--- src/rtl/mult_seq_ctrl.sv ---
// Iterative shift-add multiplier: one operand pair in, 2*WIDTH product out as two WIDTH-bit beats.
// Optional SIGNED_MULT_EN build treats operands as two's complement (sign-magnitude internally).
module mult_seq_ctrl #(
    parameter int WIDTH = 32
) (
    input  logic             clk,
    input  logic             rst,
    input  logic             in_valid,
    output logic             in_ready,
    input  logic [WIDTH-1:0] op_a,
    input  logic [WIDTH-1:0] op_b,
    output logic             out_valid,
    input  logic             out_ready,
    output logic [WIDTH-1:0] out_data,
    output logic             out_last,
    output logic             busy
);

    localparam int CW = $clog2(WIDTH) + 1;

    typedef enum logic [1:0] {IDLE, BUSY, OUT_LO, OUT_HI} state_t;

    state_t                 state;
    logic [2*WIDTH-1:0]     acc;
    logic [2*WIDTH-1:0]     a_sh;
    logic [WIDTH-1:0]       b_sh;
    logic [CW-1:0]          count;
    logic [WIDTH-1:0]       mag_a;
    logic [WIDTH-1:0]       mag_b;
    logic [2*WIDTH-1:0]     acc_sum;
    logic [2*WIDTH-1:0]     prod_final;

    always_comb acc_sum = acc + (b_sh[0] ? a_sh : '0);

`ifdef SIGNED_MULT_EN
    logic neg;

    function automatic logic [WIDTH-1:0] magnitude(input logic [WIDTH-1:0] v);
        return v[WIDTH-1] ? (~v + WIDTH'(1)) : v;
    endfunction

    function automatic logic [2*WIDTH-1:0] apply_sign(input logic [2*WIDTH-1:0] v, input logic s);
        return s ? (~v + (2*WIDTH)'(1)) : v;
    endfunction

    always_comb begin
        mag_a      = magnitude(op_a);
        mag_b      = magnitude(op_b);
        prod_final = apply_sign(acc_sum, neg);
    end

    always_ff @(posedge clk) begin
        if (rst)
            neg <= 1'b0;
        else if (state == IDLE && in_valid)
            neg <= op_a[WIDTH-1] ^ op_b[WIDTH-1];
    end
`else
    always_comb begin
        mag_a      = op_a;
        mag_b      = op_b;
        prod_final = acc_sum;
    end
`endif

    always_ff @(posedge clk) begin
        if (rst) begin
            state     <= IDLE;
            in_ready  <= 1'b1;
            out_valid <= 1'b0;
            out_last  <= 1'b0;
            out_data  <= '0;
            busy      <= 1'b0;
            acc       <= '0;
            a_sh      <= '0;
            b_sh      <= '0;
            count     <= '0;
        end else begin
            case (state)
                IDLE: begin
                    if (in_valid) begin
                        a_sh     <= {{WIDTH{1'b0}}, mag_a};
                        b_sh     <= mag_b;
                        acc      <= '0;
                        count    <= '0;
                        in_ready <= 1'b0;
                        busy     <= 1'b1;
                        state    <= BUSY;
                    end
                end
                BUSY: begin
                    a_sh  <= a_sh << 1;
                    b_sh  <= b_sh >> 1;
                    count <= count + CW'(1);
                    // Last partial product: the signed build negates here so beats need no extra cycle.
                    if (count == CW'(WIDTH - 1)) begin
                        acc       <= prod_final;
                        out_data  <= prod_final[WIDTH-1:0];
                        out_last  <= 1'b0;
                        out_valid <= 1'b1;
                        state     <= OUT_LO;
                    end else begin
                        acc <= acc_sum;
                    end
                end
                OUT_LO: begin
                    if (out_ready) begin
                        out_data <= acc[2*WIDTH-1:WIDTH];
                        out_last <= 1'b1;
                        state    <= OUT_HI;
                    end
                end
                OUT_HI: begin
                    if (out_ready) begin
                        out_valid <= 1'b0;
                        out_last  <= 1'b0;
                        out_data  <= '0;
                        in_ready  <= 1'b1;
                        busy      <= 1'b0;
                        state     <= IDLE;
                    end
                end
                default: state <= IDLE;
            endcase
        end
    end

endmodule

--- config.mk ---
export PLATFORM = sky130hd
export DESIGN_NAME = mult_seq_ctrl
export DESIGN_NICKNAME = d
export VERILOG_FILES = /design/src/rtl/mult_seq_ctrl.sv
export SDC_FILE = /design/constraint.sdc
export NUM_CORES = 1
export LEC_CHECK = 0
export ABC_AREA = 0
export BUFFER_PORTS_ARGS = -buffer_cell sky130_fd_sc_hd__buf_4
export CAP_MARGIN = 10
export CORE_MARGIN = 8
export CORE_UTILIZATION = 55
export CTS_CLUSTER_SIZE = 24
export DETAILED_ROUTE_END_ITERATION = 8
export PLACE_DENSITY = 0.72
export SLEW_MARGIN = 20
export SYNTH_ARGS = -nofsm -noshare
export SYNTH_HDL_FRONTEND = slang
export SYNTH_SLANG_ARGS = --single-unit
--- constraint.sdc ---
create_clock -name clk -period 4.2 [get_ports clk]
set_input_delay 0.84 -clock clk [delete_from_list [all_inputs] [get_ports clk]]
set_output_delay 0.84 -clock clk [all_outputs]
set_load 0.05 [all_outputs]
After elaboration in Yosys (flattened, before gate mapping)
Index checks and enable logic that the tools add are counted.
{ "totals": {"regBits": 204, "latch_bits": 0, "ram_bits": 0, "rom_bits": 0, "in_bits": 68, "output_inout_bits": 36, "memories": 0} }
{ "classes": {"n_addsub": 2, "n_mul": 0, "n_div": 0, "order_cmp": 0, "eq_ne": 8, "shifts": 0, "n_mux": 28, "bitwise": 0, "reduce_logical": 10} }
{ "op_table": {"columns": ["operator", "count"], "rows": [
  ["$pmux 64 s2", 2],
  ["$mux 64", 3],
  ["$mux 32", 4],
  ["$pmux 32 s3", 1],
  ["$add 64x64->64", 1],
  ["$pmux 32 s2", 1],
  ["$pmux 6 s2", 1],
  ["$mux 2", 4],
  ["$ne 2x2->1 const B", 4],
  ["$pmux 2 s4", 1],
  ["$reduce_and 4->1", 2],
  ["$add 6x1->6 const B", 1],
  ["$eq 6x5->1 const B", 1],
  ["$mux 1", 6],
  ["$mux 6", 1],
  ["$pmux 1 s2", 3],
  ["$reduce_and 3->1", 2],
  ["$reduce_bool 2->1", 3],
  ["$eq 2x2->1 const B", 2],
  ["$pmux 1 s3", 1],
  ["$reduce_bool 3->1", 1],
  ["$eq 2x1->1 const B", 1],
  ["$logic_not 2->1", 1],
  ["$reduce_and 2->1", 1]
]} }

Logic depth before layout (Yosys ltp)
Gate-level depths: netlist (run 1).
{ "logic_depth": {"depth_word": 4, "depth_mapped": 16, "depth_no_buf": 14} }

Worst setup path before layout (run 1)
No wires, ideal clock.
{ "synth_timing": {"kind": "flip-flop to flip-flop", "startpoint": "reg b_sh[0]", "endpoint": "reg acc[58]", "setup_ps": 117, "arrival_time_ps": 3173, "t_required_ps": 4083, "slack_ps": 910, "stages_incl_launch_ff": 17, "path_buffers": 2, "period_less_slack_ps": 3290, "cell_sequence": "dfxtp_1 > clkbuf_1 > clkbuf_1 > and2_1 > ha_1 > inv_1 > fa_1 > nor2b_2 > o211ai_2 > a31oi_2 > a211oi_2 > a211o_1 > nand2_2 > a21oi_4 > o41ai_2 > xor2_1 > a22o_1"} }
{ "synth_between": {"elab_chain_cells": 3} }
{ "synth_lines": {"columns": ["element", "line", "rtl"], "rows": [
  ["from (decl)", "26", "logic [WIDTH-1:0] b_sh;"],
  ["from (signal assigned)", "83", "b_sh <= mag_b;"],
  ["from (signal assigned)", "93", "b_sh <= b_sh >> 1;"],
  ["$mux 64", "33", "always_comb acc_sum = acc + (b_sh[0] ? a_sh : '0);"],
  ["$add 64x64->64", "33", null],
  ["$pmux 64 s2", "79", "case (state)"],
  ["to (signal assigned)", "97", "acc <= prod_final;"],
  ["to (signal assigned)", "103", "acc <= acc_sum;"],
  ["to (decl)", "24", "logic [2*WIDTH-1:0] acc;"]
]} }
No other way between the ends.
A chain may end at the register's enable or synchronous reset.

Final worst setup path (run 1)
{ "layout_timing": {"startpoint": "reg b_sh[0]", "endpoint": "reg acc[48]"} }
The elaborated chain is that of the path after synthesis.

==> results of run 1 <==
## sequential cells by signal, indices dropped and copies added, names as in the netlist
register / cells
a_sh: 64
acc: 64
b_sh: 32
out_data: 32
count: 6
state: 2
busy: 1
in_ready: 1
out_last: 1
out_valid: 1
## Yosys cell counts, drive strengths merged (22+ instances only)
library cell / n
a211oi: 69
a21o: 25
a21oi: 98
a221oi: 32
a22o: 33
a22oi: 62
and2: 65
buf: 22
clkbuf: 84
dfxtp: 204
ha: 68
inv: 23
mux2i: 64
nand2: 75
nor2: 206
nor3: 43
o21ai: 45
xnor2: 30
xor2: 28
## critical path, stage by stage, from the launching register on
cell	delay (ns)
dfxtp_1	0.32
buf_4	0.25
buf_4	0.38
and2_1	0.19
ha_1	0.24
nand2_1	0.11
nor3_1	0.30
nand2_1	0.09
o211a_1	0.20
o21ai_1	0.19
a211oi_2	0.16
o31ai_2	0.43
a21oi_1	0.15
xnor2_1	0.15
a22o_1	0.19
## kinds of logic (layout without fill, tap and decap cells)
logic type / after synthesis / count (layout) / synth area share (%)
fa+ha+maj: 69 / 69 / 7.355
flops: 204 / 204 / 34.49
buf+inv: 129 / 179 / 4.238
mux: 64 / 64 / 5.411
compound gates: 432 / 432 / 26.36
simple gates: 455 / 455 / 17.86
xor+xnor: 58 / 58 / 4.290
## per-layer routing
metal / vias to the layer above / track usage [%] / part of all wire [%]
met3: 46 / 3.539 / 5.6
met5: - / 0 / 0
met4: 0 / 7.006 / 3.0
met1: 4863 / 30.76 / 46
met2: 287 / 37.31 / 45
li1: 5214 / - / -
## final timing paths
check / endpoint / depth (start not counted) / from / slack, ns
setup / recovery: acc[48]$_SDFFE_PP0P_ / 14 / b_sh[0]$_SDFFE_PP0P_ / 0.70
hold / removal: out_last$_SDFFE_PP0P_ / 2 / out_last$_SDFFE_PP0P_ / 0.48
hold reg to reg: out_last$_SDFFE_PP0P_ / 2 / out_last$_SDFFE_PP0P_ / 0.48
setup reg to reg: acc[48]$_SDFFE_PP0P_ / 14 / b_sh[0]$_SDFFE_PP0P_ / 0.70
## stage by stage
stage               setup slack (ns)  cell area [um2]
floorplan                     0.9104            11840
global placement              0.7994            12690
detailed placement            0.7382            12690
CTS                           0.7333            13440
global route                  0.4269            13440
finish                        0.6977            13440
## cell type report
type / count / share of cell area [%]
multi-input combinational: 1078 / 54.37
tap: 275 / 2.560
sequential: 204 / 30.39
clock buffer: 32 / 4.980
inverter: 23 / 0.6423
clock inverter: 8 / 0.5865
timing repair buffer: 116 / 6.479
## power by group through the flow
stage          Sequential (mW)  Clock, mW  Combinational (mW)
2_1_floorplan             3.23          0                2.19
3_3_place_gp              2.78          0                3.58
3_5_place_dp              2.79          0                3.64
4_1_cts                   2.76       2.01                3.66
5_1_grt                   2.82       2.10                3.99
6_report                  2.76       1.98                3.64
## cell usage in the layout (no fill, tap or decap), types with 43 or more instances in the layout
master      n
and2_1     64
a211oi_1   66
dfxtp_1   204
nand2_1    74
nor3_1     43
a22oi_1    62
nor2_1    202
a21oi_1    91
mux2i_1    64
ha_1       67
buf_4     116
==> results.md, run 1 <==
- Fin. Hold Viols: 0
- Rel. slew slack: 35.30%
- I/O pin cnt: 104
- Mapped Cells: 1,411
- Slew Limit Fails: 0
- Tot Pwr: 8.379 mW
- RSZ-0062 raised after global routing: no
- Die Width: 162.7 um
- Synth Register Bits: 204
- CTS sink count: 204
- Clock Skew: 0.01952 ns
- Final worst path period need: 3.502 ns
- Internal power: 4.782 mW
- Ys flop type: dfxtp_1
- Synth Cell Area: 0.01184 mm2
- Number of synthesis warnings: 0
- Vias per cell: 5.997
- # nets final: 1,583
- Largest net degree at the start of global routing: 83
- Crit Path Max Fanout: 35
- Port bufs: 103
- DR vias: 10,410
- Final setup fails: 0
- CP Capture Type: flop
- Htree depth: 1
- CTS hold repair buffers: 0
- Clk pwr share: 23.6%
- Routability congestion estimate: 0.9731
- Static Leak: 5.637 nW
- Area share of the largest cell type after synthesis: 34.49%
- Switching share of power: 42.94%
- Number of placement rows: 53
- Initial core utilization: 56.15%
- Multi-input logic area: 0.007307 mm2
- Vias in the first global route: 10,173
- Die span in y: 162.7 um
- Crit Path Category: reg2reg
- Synth top area cells: dfxtp_1, ha_1, nor2_1
- Switch Pwr: 3.598 mW
- ANT nets after route: 0
- Core box area: 0.02109 mm2
- CTS tree: done
- Global-route wire length before repair: 50,940 um
- Post-CTS sizing: 0
- Drt total wl: 30,790 um
- Post-synth ARST share: 0%
- Reg area: 0.004084 mm2
- Comb power frac: 43.5%
- Placed Cells: 1,696
- Die area: 0.02648 mm2
- Total GRT Usage: 22.94%
- Synth Area per Inst: 8.391 um2
- DR WL/cell: 17.73 um
- CTS Buf Count: 23
- Max_cap viols: 0
- Fmax: 0.2855 GHz
- HPWL after detailed placement: 22,010 um
- Flop pwr share: 32.9%
- Distinct cells, synth: 68
- Worst-Margin Slew: 0.9682 ns
- Critical Path AT: 3.90 ns
- Setup Buffers After CTS: 0
- Cell Pwr Density: 623.4 mW/mm2
- Clock transition at path regs: 0.06 ns
- Max Buffers Root-to-Sink: 3
- DRT Pass-1 Iters: 5
- Antenna cells: 0
- Residual DRC: 0
- Seq/Total Area, Yosys: 34.49%
- Post-layout util: 63.74%
- Congestion Overflow GR: 0
- Status: completed
- Final non-filler cell total: 1,736
- Initial antenna violation count: 0
- Peak supply drop: 0.0006528 V
- Fill cells: 1,898
- Worst Path Required: 4.60 ns
- Clk Latency, worst-skew pair: 0.52 ns
- Area Growth Syn to Fin: 13.52%
- Layout cells sized above 1: 13.28%
- Final worst-path cycle share: 83.39%
- Mapped Nets: 1,548
- Post-synth EDFFs: 0
- Setup TNS: 0 ns
- Hold crit path type: reg2reg
- 1st-iter DRT viols: 666
- CP Launch Type: flop
- Hold WS: 0.4771 ns
- Root buf cell: clkbuf_16
- Largest area contributor in the netlist: dfxtp_1
No activity file was read; power rests on OpenSTA's default activity.
==> inputs of run 2 (changes only) <==
==> constraint.sdc (replaced) <==
create_clock -name clk -period 3.5 [get_ports clk]
set_input_delay 0.7 -clock clk [delete_from_list [all_inputs] [get_ports clk]]
set_output_delay 0.7 -clock clk [all_outputs]
set_load 0.05 [all_outputs]
==> results.md, run 2 (same netlist as run 1, synthesis figures left out) <==
- Critical R2R Launch: b_sh[0]$_SDFFE_PP0P_
- Vias per cell: 6.051 (+0.90%)
- Clock transition at path regs: 0.06 ns (about the same)
- CP cell instances: buf_12 -> and2_1 -> ha_1 -> a21oi_1 -> o21ai_1 -> a21oi_2 -> a21oi_1 -> a2bb2oi_2 -> a31oi_4 -> o32a_2 -> a211oi_1 -> or4_1 -> a32o_1
- Rel. slew slack: 48.03% (+13 points)
- Static Leak: 5.767 nW (+2.3%)
- Internal power: 5.761 mW (+20%)
- Number of placement rows: 53 (unchanged)
- Drt total wl: 32,820 um (+6.6%)
- Die area: 0.02648 mm2 (unchanged)
- Clk pwr share: 23.2% (-0.4 points)
- Global-route wire length before repair: 53,500 um (+5.0%)
- Core box area: 0.02109 mm2 (unchanged)
- Total GRT Usage: 24.07% (+1.1 points)
- Status: completed
- CTS hold repair buffers: 0 (unchanged)
- Hold crit path type: reg2reg
- Worst Path Required: 3.91 ns (-0.69 ns)
- Root buf cell: clkbuf_16
- Crit Path Category: reg2reg
- Comb power frac: 44.2% (+0.7 points)
- Worst path slowest cell: or4_1
- Initial core utilization: 56.15% (unchanged)
- Residual DRC: 0 (unchanged)
- Final worst path period need: 3.299 ns (-0.2034 ns)
- Top flop regs: a_sh x64, acc x64
- Cell Pwr Density: 743.2 mW/mm2 (+19%)
- Max_cap viols: 0 (unchanged)
- RSZ-0062 raised after global routing: no
- Hold WS: 0.4889 ns (+0.01182 ns)
- Worst-Margin Slew: 0.7795 ns (-0.1887 ns)
- R2R setup slack: 0.20 ns (-0.50 ns)
- Crit path to: acc[61]$_SDFFE_PP0P_
- Final setup fails: 0 (unchanged)
- Routability congestion estimate: 0.9456 (-2.8%)
- Final worst-path cycle share: 94.26% (+11 points)
- Final worst-path setup slack: 0.2010 ns (-0.4966 ns)
- Worst slack, placed: 0.1824 ns (-0.5558 ns)
- DR vias: 10,649 (+2.3%)
- Setup TNS: 0 ns (unchanged)
- Largest net degree at the start of global routing: 129 (+55%)
- Most common cell after layout, fill and taps aside: dfxtp_1
- Tot Pwr: 10.18 mW (+22%)
- CP Launch Type: flop
- CP most frequent cell: a21oi_1
- Fill cells: 1,861 (-1.9%)
- CP Capture Type: flop
- Congestion Overflow GR: 0 (unchanged)
- Fin. Hold Viols: 0 (unchanged)
- Worst Setup SP: b_sh[0]$_SDFFE_PP0P_
- Switch Pwr: 4.422 mW (+23%)
- CTS tree: done
- Critical Path Max Stage Delay: 0.42 ns (about the same)
- ANT nets after route: 0 (unchanged)
- Die Width: 162.7 um (unchanged)
- I/O pin cnt: 104 (unchanged)
- Worst r2r dst: acc[61]$_SDFFE_PP0P_
- Clk Latency, worst-skew pair: 0.54 ns (+0.02 ns)
- Layout cells sized above 1: 14.81% (+1.5 points)
- Peak supply drop: 0.0008891 V (+36%)
- Slew Limit Fails: 0 (unchanged)
- DR WL/cell: 18.65 um (+5.2%)
- Switching share of power: 43.43% (+0.49 points)
- DRT Pass-1 Iters: 8 (+3)
- CTS sink count: 204 (unchanged)
- Die span in y: 162.7 um (unchanged)
- Clock Skew: 0.02573 ns (+0.006210 ns)
- HPWL after detailed placement: 23,120 um (+5.0%)
- Vias in the first global route: 10,552 (+3.7%)
- Flop pwr share: 32.6% (-0.3 points)
- CTS Buf Count: 24 (+4.3%)
- Crit Path Max Fanout: 32 (-8.6%)
- Htree depth: 1 (unchanged)
- Antenna cells: 0 (unchanged)
- Post-layout util: 64.98% (+1.2 points)
- Initial antenna violation count: 0 (unchanged)
- Most frequent cells in the layout: dfxtp_1, nor2_1, buf_4, a21oi_1, nand2_1
- # nets final: 1,605 (+1.4%)
- Critical Path AT: 3.71 ns (-0.19 ns)
- R2R depth: 13 (-1)
- Port bufs: 103 (unchanged)
- Max Buffers Root-to-Sink: 3 (unchanged)
- Area Growth Syn to Fin: 15.72%
- 1st-iter DRT viols: 663 (-0.45%)
- Fmax: 0.3031 GHz (+6.2%)
[run 2: through the flow]
step	instances	cell area (um2)
2_1_floorplan	1411	11840
3_3_place_gp	1714	12890
3_5_place_dp	1714	12890
4_1_cts	1757	13630
5_1_grt	1760	13700
6_report	1760	13700
[run 2: final cells by class]
class | count | area, um2 | area share (%)
Inverter | 23 | 86.33 | 0.6301
Sequential cell | 204 | 4088 | 29.83
Multi-Input combinational cell | 1078 | 7337 | 53.55
Clock buffer | 36 | 685.7 | 5.004
Clock inverter | 7 | 52.55 | 0.3835
Timing Repair Buffer | 137 | 1109 | 8.091
Tap cell | 275 | 344.1 | 2.511
[run 2: timing repair]
action | in CTS | in global routing
gates resized for setup | 0 | 9
setup buffers | 0 | 2
endpoints found under the setup margin | 0 | 16
[run 2: worst min-delay path by stage]
stage	from	end	slack, ns	depth (start not counted)
2_1_floorplan	acc[27]$_SDFFE_PP0P_	acc[27]$_SDFFE_PP0P_	0.46	1
3_3_place_gp	out_last$_SDFFE_PP0P_	out_last$_SDFFE_PP0P_	0.45	2
3_5_place_dp	out_last$_SDFFE_PP0P_	out_last$_SDFFE_PP0P_	0.46	2
4_1_cts	out_ready	in_ready$_SDFFE_PP1P_	0.49	3
5_1_grt	out_data[10]$_SDFFE_PP0P_	out_data[10]$_SDFFE_PP0P_	0.51	2
6_report	out_last$_SDFFE_PP0P_	out_last$_SDFFE_PP0P_	0.49	2
[run 2: power groups by stage]
stage	Combinational, mW	Sequential [mW]	Clock (mW)
5_1_grt	4.92	3.40	2.49
3_3_place_gp	4.36	3.34	0
6_report	4.50	3.32	2.36
2_1_floorplan	2.63	3.87	0
4_1_cts	4.47	3.31	2.39
3_5_place_dp	4.45	3.35	0
[run 2: layer usage]
layer  up-vias  part of all wire (%)  track usage (%)
met2       289                    46            39.40
met3        66                   6.0            4.221
li1       5281                     -                -
met1      5013                    45            31.55
met5         -                     0                0
met4         0                   3.0            7.965
[run 2: critical path: cells and delay by family (launching register included)]
| kind | cells | cell delay (ns) |
|---|---|---|
| flops | 1 | 0.38 |
| simple gates | 2 | 0.57 |
| compound gates | 9 | 1.67 |
| buf+inv | 1 | 0.17 |
| fa+ha+maj | 1 | 0.36 |
